File: config.mk
export PLATFORM = sky130hd
export DESIGN_NAME = segment_if_id_elastic
export DESIGN_NICKNAME = d
export VERILOG_FILES = /design/src/rtl/pipeline_pkg.sv /design/src/rtl/pipe_entry_reg.sv /design/src/rtl/segment_if_id_elastic.sv
export SDC_FILE = /design/constraint.sdc
export NUM_CORES = 1
export LEC_CHECK = 0
export ABC_CLOCK_PERIOD_IN_PS = 4500
export BUFFER_PORTS_ARGS = -buffer_cell sky130_fd_sc_hd__buf_2
export CORE_MARGIN = 2
export CORE_UTILIZATION = 45
export DETAILED_ROUTE_END_ITERATION = 12
export PLACE_DENSITY = 0.71
export SLEW_MARGIN = 20
export SYNTH_ARGS = -nofsm -noshare
export SYNTH_HDL_FRONTEND = slang
export SYNTH_SLANG_ARGS = --single-unit
File: constraint.sdc
create_clock -name clk -period 4.5 [get_ports clk]
set_input_delay 0.675 -clock clk [delete_from_list [all_inputs] [get_ports clk]]
set_output_delay 0.675 -clock clk [all_outputs]
set_load 0.05 [all_outputs]
File: src/rtl/pipeline_pkg.sv
// Shared IF/ID pipeline definitions: NOP encoding, entry payload type and
// the instruction field slice positions used by decode.
package pipeline_pkg;

  localparam int unsigned DEF_PC_W    = 32;
  localparam int unsigned DEF_INSTR_W = 32;
  localparam int unsigned SLICE_W     = 32;

  localparam logic [DEF_INSTR_W-1:0] NOP_INSTR_DEFAULT = 32'h0000_0000;

  typedef struct packed {
    logic [DEF_PC_W-1:0]    pc;
    logic [DEF_INSTR_W-1:0] instr;
  } if_id_entry_t;

  // Field slice bounds within a 32-bit instruction word
  localparam int unsigned SL_A_HI = 31;
  localparam int unsigned SL_A_LO = 30;
  localparam int unsigned SL_B_HI = 29;
  localparam int unsigned SL_B_LO = 25;
  localparam int unsigned SL_C_HI = 27;
  localparam int unsigned SL_C_LO = 24;
  localparam int unsigned SL_D_HI = 27;
  localparam int unsigned SL_D_LO = 0;

endpackage

File: src/rtl/pipe_entry_reg.sv
// One pipeline entry: valid bit plus PC/instruction payload with load and clear.
// A cleared or reset entry holds pc=0 and the NOP encoding.
module pipe_entry_reg
  import pipeline_pkg::*;
#(
  parameter int unsigned          PC_W      = 32,
  parameter int unsigned          INSTR_W   = 32,
  parameter logic [INSTR_W-1:0]   NOP_INSTR = INSTR_W'(NOP_INSTR_DEFAULT)
) (
  input  logic               clk,
  input  logic               rst,
  input  logic               load,
  input  logic               clear,
  input  logic [PC_W-1:0]    d_pc,
  input  logic [INSTR_W-1:0] d_instr,
  output logic               valid,
  output logic [PC_W-1:0]    pc,
  output logic [INSTR_W-1:0] instr
);

  always_ff @(posedge clk) begin
    if (rst || clear) begin
      valid <= 1'b0;
      pc    <= '0;
      instr <= NOP_INSTR;
    end else if (load) begin
      valid <= 1'b1;
      pc    <= d_pc;
      instr <= d_instr;
    end
  end

endmodule

File: src/rtl/segment_if_id_elastic.sv
// Elastic IF/ID segment: valid/ready handshake, optional 2-entry skid buffer,
// flush with NOP bubble, decode field slices and a saturating stall counter.
module segment_if_id_elastic
  import pipeline_pkg::*;
#(
  parameter int unsigned        PC_W      = 32,
  parameter int unsigned        INSTR_W   = 32,
  parameter logic [INSTR_W-1:0] NOP_INSTR = INSTR_W'(NOP_INSTR_DEFAULT),
  parameter bit                 SKID_EN   = 1'b1,
  parameter int unsigned        CNT_W     = 16
) (
  input  logic               clk,
  input  logic               rst,
  input  logic               flush,
  input  logic               if_valid,
  output logic               if_ready,
  input  logic [PC_W-1:0]    pc_out,
  input  logic [INSTR_W-1:0] instruction,
  output logic               id_valid,
  input  logic               id_ready,
  output logic [PC_W-1:0]    pc,
  output logic [INSTR_W-1:0] instr,
  output logic [1:0]         instr_31_30,
  output logic [4:0]         instr_29_25,
  output logic [3:0]         instr_27_24,
  output logic [27:0]        instr_27_0,
  output logic [CNT_W-1:0]   stall_cnt
);

  localparam logic [CNT_W-1:0] CNT_MAX = '1;

  logic               m_valid, s_valid;
  logic [PC_W-1:0]    m_pc, s_pc, m_d_pc;
  logic [INSTR_W-1:0] m_instr, s_instr, m_d_instr;
  logic               m_load, m_clear, s_load, s_clear, m_sel_s;
  logic               accept_c, pop_c;
  logic [SLICE_W-1:0] instr_view;

  // With the skid buffer, ready depends only on the S flop, never on id_ready
  assign if_ready = SKID_EN ? !s_valid : (!m_valid || id_ready);
  assign accept_c = if_valid && if_ready;
  assign pop_c    = m_valid && id_ready;

  always_comb begin
    m_load  = 1'b0;
    m_clear = 1'b0;
    s_load  = 1'b0;
    s_clear = 1'b0;
    m_sel_s = 1'b0;
    if (flush) begin
      m_clear = 1'b1;
      s_clear = 1'b1;
    end else if (SKID_EN) begin
      if (pop_c) begin
        if (s_valid) begin
          m_load  = 1'b1;
          m_sel_s = 1'b1;
          if (accept_c) s_load  = 1'b1;
          else          s_clear = 1'b1;
        end else if (accept_c) begin
          m_load = 1'b1;
        end else begin
          m_clear = 1'b1;
        end
      end else if (accept_c) begin
        if (m_valid) s_load = 1'b1;
        else         m_load = 1'b1;
      end
    end else begin
      if (accept_c)   m_load  = 1'b1;
      else if (pop_c) m_clear = 1'b1;
    end
  end

  assign m_d_pc    = m_sel_s ? s_pc    : pc_out;
  assign m_d_instr = m_sel_s ? s_instr : instruction;

  pipe_entry_reg #(
    .PC_W      (PC_W),
    .INSTR_W   (INSTR_W),
    .NOP_INSTR (NOP_INSTR)
  ) u_m (
    .clk     (clk),
    .rst     (rst),
    .load    (m_load),
    .clear   (m_clear),
    .d_pc    (m_d_pc),
    .d_instr (m_d_instr),
    .valid   (m_valid),
    .pc      (m_pc),
    .instr   (m_instr)
  );

  pipe_entry_reg #(
    .PC_W      (PC_W),
    .INSTR_W   (INSTR_W),
    .NOP_INSTR (NOP_INSTR)
  ) u_s (
    .clk     (clk),
    .rst     (rst),
    .load    (s_load),
    .clear   (s_clear),
    .d_pc    (pc_out),
    .d_instr (instruction),
    .valid   (s_valid),
    .pc      (s_pc),
    .instr   (s_instr)
  );

  assign id_valid = m_valid;
  assign pc       = m_pc;
  assign instr    = m_instr;

  // Decode slices straight off the head register, no added latency
  assign instr_view  = SLICE_W'(m_instr);
  assign instr_31_30 = instr_view[SL_A_HI:SL_A_LO];
  assign instr_29_25 = instr_view[SL_B_HI:SL_B_LO];
  assign instr_27_24 = instr_view[SL_C_HI:SL_C_LO];
  assign instr_27_0  = instr_view[SL_D_HI:SL_D_LO];

  // Saturating count of cycles the head is held by decode; flush leaves it alone
  always_ff @(posedge clk) begin
    if (rst) begin
      stall_cnt <= '0;
    end else if (m_valid && !id_ready && (stall_cnt != CNT_MAX)) begin
      stall_cnt <= stall_cnt + CNT_W'(1);
    end
  end

endmodule

==> impl_table.tex <==
\begin{tabular}{lr}
\hline
Metric & Value \\
\hline
\multicolumn{2}{l}{\textbf{Status}} \\
\quad Status & finished clean \\
\multicolumn{2}{l}{\textbf{Floorplan}} \\
\quad Die Outline Area & 14700 um\^{}2 \\
\quad Total I/O pin count & 190 \\
\quad Width of the die & 121 um \\
\quad Row Count & 42 \\
\quad Starting Density & 0.465 \\
\quad Chip height & 121 um \\
\quad Area inside the core boundary & 13300 um\^{}2 \\
\multicolumn{2}{l}{\textbf{Worst setup path}} \\
\quad Startpoint of the most critical setup path & u\_m.valid \\
\quad Timing endpoint of the critical path & u\_s.instr[4] \\
\quad Startpoint Class & flip-flop \\
\quad Data arrival time of the critical path & 2.77 ns \\
\quad Critical path peak fanout & 33 \\
\quad Class of the most critical setup path & flip-flop to flip-flop \\
\quad Critical R2R Launch & u\_m.valid \\
\quad Worst-case register-to-register setup slack & 2.07 ns \\
\quad Required time at the worst-slack endpoint & 4.84 ns \\
\quad End of the worst register-to-register path & u\_s.instr[4] \\
\quad Length in cells of the worst reg-to-reg path & 5 \\
\quad Endpoint type of the worst setup path & flip-flop \\
\multicolumn{2}{l}{\textbf{CTS}} \\
\quad Source-to-sink clock delay at the later pin of the worst-skew pair & 0.42 ns \\
\quad Buffers inserted by post-CTS timing repair & 0 \\
\quad Post\_cts resized & 0 \\
\quad Hold buffer count at CTS & 0 \\
\quad Total clock sinks & 146 \\
\quad Number of buffers inserted during clock tree synthesis & 17 \\
\quad Clock transition at path regs & 0.06 ns \\
\quad H-tree depth & 4 \\
\quad Clock Tree Buf Depth & 2 \\
\quad Clock tree from TritonCTS & done \\
\quad Clock Tree Root & sky130\_fd\_sc\_hd\_\_clkbuf\_16 \\
\multicolumn{2}{l}{\textbf{Timing}} \\
\quad Transition at the pin with the smallest max-transition slack & 1.04 ns \\
\quad Clock period minus final worst setup slack & 2.43 ns \\
\quad Max Freq & 412 MHz \\
\quad Worst Skew & 0.00817 ns \\
\quad Share of the cycle needed by the critical path after routing & 0.539 \\
\quad Unrepaired setup endpoints after global routing & no \\
\quad Tightest hold margin & 0.452 ns \\
\quad Number of pins with negative max-slew slack in the final report & 0 \\
\quad Summed negative setup slack over all endpoints & 0 ns \\
\quad Normalized max-slew margin & 0.305 \\
\quad Hold Violations, Final & 0 \\
\quad Final setup vio count & 0 \\
\quad Final worst setup slack & 2.07 ns \\
\multicolumn{2}{l}{\textbf{Yosys}} \\
\quad Mean post-synth cell area & 8.66 um\^{}2 \\
\quad Post-synthesis net count & 787 \\
\quad Proportion of synthesized flip-flops having asynchronous set or reset & 0 \\
\quad Cell type with the largest total area after synthesis & sky130\_fd\_sc\_hd\_\_dfxtp\_1 \\
\quad Seq/Total Area, Yosys & 0.471 \\
\quad Number of enable flip-flop cells after synthesis & 0 \\
\quad Syn. warnings & 0 \\
\quad Most frequently used cell type in the post-synthesis netlist & sky130\_fd\_sc\_hd\_\_dfxtp\_1 \\
\quad Post-synthesis cell type count & 36 \\
\quad Primary FF master, synth & sky130\_fd\_sc\_hd\_\_dfxtp\_1 \\
\quad Top cell type's share of synthesized area & 0.471 \\
\quad Main area contributors after synthesis & sky130\_fd\_sc\_hd\_\_dfxtp\_1, sky130\_fd\_sc\_hd\_\_mux2i\_1, sky130\_fd\_sc\_hd\_\_nand2\_1 \\
\quad Commonest cells post-synth & sky130\_fd\_sc\_hd\_\_dfxtp\_1, sky130\_fd\_sc\_hd\_\_nand2\_1, sky130\_fd\_sc\_hd\_\_a21oi\_1, sky130\_fd\_sc\_hd\_\_nor2\_1 \\
\quad Post-synthesis cell area & 6210 um\^{}2 \\
\quad Synthesized instance count & 717 \\
\quad Flop and latch count out of synthesis & 146 \\
\multicolumn{2}{l}{\textbf{Global route}} \\
\quad Pin count of the biggest net entering global routing & 80 \\
\quad Global-route wire length before repair & 24600 um \\
\quad Global-route congestion overflow total & 0 \\
\quad Number of global-route vias before repair & 4946 \\
\quad Gr usage total & 0.211 \\
\quad Number of antenna violations at the first check in global routing & 1 \\
\multicolumn{2}{l}{\textbf{Route}} \\
\quad Detailed-routing iteration count for the pre-antenna-repair pass & 4 \\
\quad DRC violation count after routing & 0 \\
\quad Routed WL per cell & 14.7 um \\
\quad Drt total wl & 15200 um \\
\quad Number of routed nets with antenna violations & 0 \\
\quad DR vias/cell & 5.26 \\
\quad Initial drt markers & 338 \\
\quad Vias & 5422 \\
\multicolumn{2}{l}{\textbf{Hold path}} \\
\quad Worst min-delay path category & flip-flop to flip-flop \\
\quad Worst hold path stage count & 2 \\
\multicolumn{2}{l}{\textbf{Placed design}} \\
\quad RD Place Congestion & 0.771 \\
\quad Setup slack after placement & 1.70 ns \\
\quad Total of buffers placed on input and output ports & 189 \\
\quad Hpwl dp & 9800 um \\
\multicolumn{2}{l}{\textbf{Flow run}} \\
\quad Maximum capacitance violations & 0 \\
\multicolumn{2}{l}{\textbf{Layout}} \\
\quad Combined area of the multi-input logic cells & 2770 um\^{}2 \\
\quad Number of nets in the finished design & 911 \\
\quad Storage cell area & 2920 um\^{}2 \\
\quad Fillers & 1264 \\
\quad Fraction of layout cells with a size suffix above 1 & 0.281 \\
\quad Area growth syn-to-layout & 21.6\% \\
\multicolumn{2}{l}{\textbf{Pwr}} \\
\quad Ratio of total power to cell area & 400 nW/um\^{}2 \\
\quad Leakage & 3.46 nW \\
\quad Worst vdd ir & 0.000298 V \\
\hline
\end{tabular}
[registers in the layout, summed over array words and instances, names as in the netlist]
name	flops
u_m.instr	32
u_m.valid	1
u_s.instr	32
u_m.pc	32
stall_cnt	16
u_s.valid	1
u_s.pc	32
[per-layer routing]
metal  routed length, um  GRT usage  vias up
met5                   0          0        -
met4                 287     0.0819        0
met3                 923     0.0564       22
met2                7120      0.337      152
met1                6880      0.272     2532
li1                    -          -     2716
[worst max-delay path, cell delays in order (launching register included)]
cell and delay, ns:
sky130_fd_sc_hd__dfxtp_1 0.50, sky130_fd_sc_hd__nor2b_1 0.42, sky130_fd_sc_hd__and3_2 0.70, sky130_fd_sc_hd__buf_4 0.47, sky130_fd_sc_hd__nand2_1 0.10, sky130_fd_sc_hd__a21oi_1 0.15
[layout by cell type (no fill, tap or decap), types with 3 or more instances in the layout]
cell and n:
sky130_fd_sc_hd__buf_2 189, sky130_fd_sc_hd__nand2_1 133, sky130_fd_sc_hd__dfxtp_1 146, sky130_fd_sc_hd__o21ai_0 3, sky130_fd_sc_hd__a21oi_1 75, sky130_fd_sc_hd__nor2b_1 4
sky130_fd_sc_hd__clkbuf_16 17, sky130_fd_sc_hd__nor2_1 73, sky130_fd_sc_hd__nand4_1 4, sky130_fd_sc_hd__o41ai_1 3, sky130_fd_sc_hd__inv_1 4, sky130_fd_sc_hd__clkbuf_1 4
sky130_fd_sc_hd__nand3_1 7, sky130_fd_sc_hd__mux2i_1 64, sky130_fd_sc_hd__or3_1 3, sky130_fd_sc_hd__mux2_2 3, sky130_fd_sc_hd__a211oi_1 64, sky130_fd_sc_hd__clkbuf_8 3
sky130_fd_sc_hd__o31ai_1 5, sky130_fd_sc_hd__buf_4 9, sky130_fd_sc_hd__or4_1 7, sky130_fd_sc_hd__nor4_1 5
[worst min-delay path by stage]
stage	endpoint	start
after floorplan	u_s.instr[0]	u_s.instr[0]
after global placement	u_s.instr[10]	u_s.instr[10]
after detailed placement	u_s.pc[31]	u_s.pc[31]
after CTS	u_s.pc[31]	u_s.pc[31]
after global routing	u_s.instr[25]	u_s.instr[25]
final	u_s.instr[3]	u_s.instr[3]
[final cells by class]
| class | count | area share |
|---|---|---|
| Sequential cell | 146 | 0.387 |
| Multi-Input combinational cell | 473 | 0.367 |
| Timing Repair Buffer | 199 | 0.137 |
| Clock buffer | 24 | 0.0638 |
| Tap cell | 176 | 0.0292 |
| Clock inverter | 8 | 0.0136 |
| Inverter | 4 | 0.00199 |
| Antenna cell | 1 | 0.000331 |
[power by group]
part	internal [mW]	leakage [nW]	total (mW)	switching [mW]
clock network	0.859	0.280	1.39	0.530
registers	1.32	1.18	1.33	0.0158
logic	0.0783	2.00	0.299	0.220
[through the flow]
| step | utilization | std cells | cell area (um^2) | power [mW] |
|---|---|---|---|---|
| 5_1_grt | 0.565 | 1030 | 7550 | 3.12 |
| 2_1_floorplan | - | 717 | 6210 | 1.58 |
| 3_5_place_dp | 0.522 | 998 | 6960 | 1.66 |
| 4_1_cts | 0.565 | 1030 | 7550 | 3.04 |
| 3_3_place_gp | 0.522 | 998 | 6960 | 1.65 |
| 6_report | 0.566 | 1031 | 7550 | 3.02 |
[kinds of logic after synthesis]
kind of cell,after synthesis,share of synthesized area
buffers and inverters,98,0.0871
AOI/OAI and AO/OA,156,0.160
adders and majority gates,1,0.00202
muxes,67,0.109
DFF,146,0.471
and+or+nand+nor,249,0.171
No activity file was read; power rests on OpenSTA's default activity.
